**src/rtl/div_sched.sv**
```systemverilog
// Programmable clock divider: divided square wave plus period-end strobe,
// with ratio updates deferred to period boundaries so no runt pulse is produced.
module div_sched #(
    parameter int CNT_W     = 8,
    parameter int DEF_RATIO = 8
) (
    input  logic             i_clk,
    input  logic             i_rst,
    input  logic             i_en,
    input  logic             i_cfg_valid,
    input  logic [CNT_W-1:0] i_cfg_ratio,
    output logic             o_cfg_ready,
    output logic             o_cfg_err,
    output logic             o_div_out,
    output logic             o_tick,
    output logic             o_busy,
    output logic [CNT_W-1:0] o_cur_ratio
);

    localparam logic [1:0] ST_STOP  = 2'd0;
    localparam logic [1:0] ST_RUN   = 2'd1;
    localparam logic [1:0] ST_DRAIN = 2'd2;

    localparam logic [CNT_W-1:0] DEF_N = CNT_W'(DEF_RATIO);
    localparam logic [CNT_W-1:0] ONE   = CNT_W'(1);
    localparam logic [CNT_W-1:0] TWO   = CNT_W'(2);

    logic [1:0]       r_state;
    logic [CNT_W-1:0] r_cnt;
    logic [CNT_W-1:0] r_ratio;
    logic [CNT_W-1:0] r_pend;
    logic             r_pend_vld;
    logic             r_tick;
    logic             r_div;
    logic             r_busy;
    logic             r_ready;
    logic             r_err;

    logic [1:0]       w_state_nx;
    logic [CNT_W-1:0] w_cnt_nx;
    logic [CNT_W-1:0] w_ratio_nx;
    logic [CNT_W-1:0] w_pend_nx;
    logic             w_pend_vld_nx;
    logic [CNT_W-1:0] w_low_len_nx;
    logic             w_run_nx;
    logic             w_xfer;
    logic             w_legal;
    logic             w_bnd;

    assign w_xfer  = i_cfg_valid & r_ready;
    assign w_legal = (i_cfg_ratio >= TWO);
    assign w_bnd   = (r_state != ST_STOP) && (r_cnt == r_ratio - ONE);

    always_comb begin
        w_state_nx    = r_state;
        w_cnt_nx      = r_cnt;
        w_ratio_nx    = r_ratio;
        w_pend_nx     = r_pend;
        w_pend_vld_nx = r_pend_vld;
        case (r_state)
            ST_STOP: begin
                if (w_xfer && w_legal)
                    w_ratio_nx = i_cfg_ratio;
                if (i_en) begin
                    w_state_nx = ST_RUN;
                    w_cnt_nx   = '0;
                end
            end
            ST_RUN, ST_DRAIN: begin
                if (w_bnd) begin
                    // A write landing on the boundary beats any pending value;
                    // pending can only exist when ready was low, so both never coincide.
                    w_cnt_nx      = '0;
                    w_pend_vld_nx = 1'b0;
                    if (w_xfer && w_legal)
                        w_ratio_nx = i_cfg_ratio;
                    else if (r_pend_vld)
                        w_ratio_nx = r_pend;
                    w_state_nx = i_en ? ST_RUN : ST_STOP;
                end else begin
                    w_cnt_nx = r_cnt + ONE;
                    if (w_xfer && w_legal) begin
                        w_pend_vld_nx = 1'b1;
                        w_pend_nx     = i_cfg_ratio;
                    end
                    w_state_nx = i_en ? ST_RUN : ST_DRAIN;
                end
            end
            default: begin
                w_state_nx    = ST_STOP;
                w_cnt_nx      = '0;
                w_pend_vld_nx = 1'b0;
            end
        endcase
    end

    // Outputs are flopped from the next-state view so they line up with r_cnt.
    assign w_run_nx     = (w_state_nx != ST_STOP);
    assign w_low_len_nx = w_ratio_nx - (w_ratio_nx >> 1);

    always_ff @(posedge i_clk) begin
        if (i_rst) begin
            r_state    <= ST_STOP;
            r_cnt      <= '0;
            r_ratio    <= DEF_N;
            r_pend     <= '0;
            r_pend_vld <= 1'b0;
            r_tick     <= 1'b0;
            r_div      <= 1'b0;
            r_busy     <= 1'b0;
            r_ready    <= 1'b1;
            r_err      <= 1'b0;
        end else begin
            r_state    <= w_state_nx;
            r_cnt      <= w_cnt_nx;
            r_ratio    <= w_ratio_nx;
            r_pend     <= w_pend_nx;
            r_pend_vld <= w_pend_vld_nx;
            r_tick     <= w_run_nx && (w_cnt_nx == w_ratio_nx - ONE);
            r_div      <= w_run_nx && (w_cnt_nx >= w_low_len_nx);
            r_busy     <= w_run_nx;
            r_ready    <= !w_pend_vld_nx;
            r_err      <= w_xfer && !w_legal;
        end
    end

    assign o_cfg_ready = r_ready;
    assign o_cfg_err   = r_err;
    assign o_div_out   = r_div;
    assign o_tick      = r_tick;
    assign o_busy      = r_busy;
    assign o_cur_ratio = r_ratio;

endmodule

```
**config.mk**
```make
export PLATFORM = sky130hd
export DESIGN_NAME = div_sched
export DESIGN_NICKNAME = d
export VERILOG_FILES = /design/src/rtl/div_sched.sv
export SDC_FILE = /design/constraint.sdc
export NUM_CORES = 1
export LEC_CHECK = 0
export BUFFER_PORTS_ARGS = -buffer_cell sky130_fd_sc_hd__buf_2
export CAP_MARGIN = 25
export CORE_MARGIN = 10
export CORE_UTILIZATION = 50
export DETAILED_ROUTE_END_ITERATION = 16
export PLACE_DENSITY_LB_ADDON = 0.12
export SLEW_MARGIN = 20
export SYNTH_ARGS = -nofsm -noshare
export SYNTH_HDL_FRONTEND = slang
export SYNTH_SLANG_ARGS = --single-unit
```
**constraint.sdc**
```tcl
create_clock -name i_clk -period 8.35 [get_ports i_clk]
set_clock_uncertainty 0.1 [all_clocks]
set_input_delay 0.835 -clock i_clk [delete_from_list [all_inputs] [get_ports i_clk]]
set_output_delay 0.835 -clock i_clk [all_outputs]
set_load 0.01 [all_outputs]
```
==> out/metrics.cfg <==
[floorplanning]
die_y_um = 97.8
die_width_um = 97.8
rows = 28
fp.dieArea_um2 = 9560
ioPinCount = 25
core_area_um2 = 5890
initial_core_util = 0.514

[detailed_routing]
post_drt_wl_per_cell_um = 18.0
dr.pass1.iters = 5
avgViaCountPerCell = 6.11
wirelength_um = 8330
drt_iter0_drc = 271
route.antenna.remaining_nets = 0
vias = 2831
drc = 0

[layout]
fin_util = 0.545
area_delta_synth_final_pct = 6.12
drive_gt1_frac = 0.170
fillers = 585
layout_commonest_cell = nor2_1
fin_cells = 463
diodes = 0
fin_area_um2 = 3210
most-common-layout-cells = 51 x nor2_1, 32 x dfxtp_1, 24 x ha_1, 24 x buf_2, 23 x nand2_1
fin_nets = 424

[sta]
slew-limit-headroom = 0.348
slew_viol_final = 0
hold_viol = 0
tns_ns = 0
rsz0062_at_grt = false
fin_crit_sh = 0.664
max_freq_ghz = 0.180
setup_viol_count_final = 0
fin_crit_ns = 5.54
tightest_slew_ns = 0.971

[global_routing]
grt_pass1_wl_um = 13500
grt_max_degree = 24
grtUsageTotal = 0.167
grt_pass1_vias = 2662
antenna_found_initial = 0
grt_overflow_total = 0

[critical_path]
r2r-start = o_cur_ratio[1]
crit_chain = inv_1, ha_1, o21bai_1, a2111oi_2, a311oi_2, a2111oi_4, mux2i_1, o211ai_2, inv_2, ha_1, or3_2, nand2_1, ha_1, a21o_1, a21oi_1, nor2b_1, o21ai_0, nand2b_1, a21oi_1, nor2b_1, o21a_1
end_kind = register
critical_path_class = register to register
reg2reg_to = o_div_out
worst-path-max-fanout = 9
startpoint = o_cur_ratio[1]
cpLargestDelayFamily = compound AO/OA/AOI/OAI gates
rr_worst_depth = 21
r2r_slack_ns = 2.81
cp_data_required_time_ns = 8.44
crit_path_max_incr_delay_ns = 0.72
worstSetupEndpoint = o_div_out
start_kind = register
cp_slowest_cell = a2111oi_4
critPathMostFrequentCell = ha_1
worstPathBufferInverterCount = 2
critPathArrivalTime_ns = 5.63
cp.depth = 21

[power_and_ir_drop]
peakVddDrop_mv = 0.120
p_int_uw = 386
p_seq_frac = 0.273
sw_frac_of_total = 0.442
p_sw_uw = 306
power.share.clock = 0.166
p_comb_frac = 0.561
leakagePower_uw = 0.00138
p_per_area_nw_per_um2 = 215

[synth]
synth-edff-count = 0
syn_inst = 377
synth_cell_type_count = 79
yosys.area_share.simple = 0.225
synth-seq-cells = 32
synth_mux_area_frac = 0.0699
synth_ff_type = dfxtp_1
synth_xor_area_frac = 0.0624
synth_top_family_by_area = compound AO/OA/AOI/OAI gates
synth_compound_area_frac = 0.258
synth-adder-area-share = 0.103
synth_area_per_cell_um2 = 8.02
synthesis.area_um2 = 3030
syn_nets = 413
seq_area_frac_synth = 0.212
synthArstFlopShare = 0
yosysWarnings = 0

[place]
place_inst = 456
place_area_um2 = 3130
port_buffers = 24
place_congestion = 0.924
hpwl_um = 6340

[clock_network]
cts_root_buf = clkbuf_8
clk_latency_ns = 0.29
holdBufCountCts = 0
clockBufferDepth = 2
tritoncts = done
cts-htree-levels = 2
cts_resized = 0
clkTransAtPathRegs_ns = 0.07
numCtsBuffers = 5
cts_setup_buffers = 0
cts.sinks = 32

[run]
maxCapViolCount = 0

[min_path]
hp-class = register to register

[status]
status = finished clean

-- logic make-up (layout without fill, tap and decap cells) --
| logic type | after synthesis | count (layout) |
|---|---|---|
| buffers and inverters | 48 | 59 |
| adders and majority gates | 25 | 25 |
| DFF | 32 | 32 |
| xor gates and xnor gates | 20 | 20 |
| muxes | 21 | 21 |
| and+or+nand+nor | 133 | 133 |
| AOI/OAI and AO/OA | 98 | 98 |
-- how the worst min path moves through the flow --
stage / startpoint / to / cells after the start
2_1_floorplan: r_pend[7] / r_pend[7] / 2
3_3_place_gp: r_pend[7] / r_pend[7] / 2
3_5_place_dp: r_pend[7] / r_pend[7] / 2
4_1_cts: r_pend[7] / r_pend[7] / 2
5_1_grt: r_pend[3] / r_pend[3] / 2
6_report: r_pend[7] / r_pend[7] / 2
-- power by group through the flow --
stage | Clock (uW) | Combinational, uW | Sequential [uW]
after floorplan | 0 | 311 | 184
after global placement | 0 | 378 | 191
after detailed placement | 0 | 382 | 191
after CTS | 117 | 385 | 188
after global routing | 122 | 430 | 190
final | 115 | 388 | 189
-- synthesized netlist by cell type, types with 4 or more instances --
library cell | instances | area [um^2]
a211oi_1 | 6 | 45.0
a21oi_1 | 11 | 55.1
a31oi_1 | 6 | 37.5
and2_1 | 4 | 25.0
and3_1 | 4 | 25.0
buf_2 | 4 | 20.0
clkbuf_1 | 11 | 41.3
dfxtp_1 | 32 | 641
ha_1 | 24 | 300
inv_1 | 22 | 82.6
inv_2 | 4 | 15.0
mux2i_1 | 20 | 200
nand2_1 | 23 | 86.3
nand2b_1 | 8 | 50.1
nand3_1 | 7 | 35.0
nand4_1 | 4 | 25.0
nor2_1 | 51 | 191
nor3_1 | 5 | 25.0
o211ai_1 | 4 | 30.0
o21a_1 | 4 | 30.0
o21ai_0 | 17 | 85.1
o22ai_1 | 5 | 31.3
or3_1 | 4 | 25.0
xnor2_1 | 11 | 96.3
xor2_1 | 8 | 70.1
-- worst min-delay path, stage by stage (launching register included) --
cell and delay, ns:
dfxtp_1 0.32, mux2i_1 0.07, nor2_1 0.07
-- sequential cells by signal, summed over array words and instances, names as in the netlist --
register / cells
o_cur_ratio: 8
o_busy: 1
r_pend: 8
o_cfg_err: 1
o_tick: 1
o_cfg_ready: 1
r_state: 2
r_cnt: 8
o_div_out: 1
r_pend_vld: 1
-- final cells by class --
class | instances | area, um^2 | share of cell area
Clock buffer | 6 | 72.6 | 0.0226
Multi-Input combinational cell | 297 | 2170 | 0.677
Sequential cell | 32 | 641 | 0.200
Clock inverter | 1 | 5.00 | 0.00156
Timing Repair Buffer | 24 | 120 | 0.0374
Inverter | 28 | 105 | 0.0327
Tap cell | 75 | 93.8 | 0.0292
-- per-layer routing --
metal | share of wire | wire length, um | track usage | up-vias
li1 | - | - | - | 1383
met1 | 0.46 | 3850 | 0.219 | 1326
met2 | 0.45 | 3720 | 0.266 | 100
met3 | 0.067 | 559 | 0.0324 | 22
met4 | 0.025 | 205 | 0.0615 | 0
met5 | 0 | 0 | 0 | -
-- stage by stage --
| step | total power (uW) | setup slack (ns) | hold WS, ns |
|---|---|---|---|
| detailed placement | 573 | 2.74 | 0.381 |
| CTS | 690 | 2.88 | 0.398 |
| floorplan | 495 | 3.52 | 0.354 |
| finish | 691 | 2.81 | 0.390 |
| global route | 742 | 2.51 | 0.428 |
| global placement | 569 | 2.81 | 0.371 |
No activity file was read; power rests on OpenSTA's default activity.
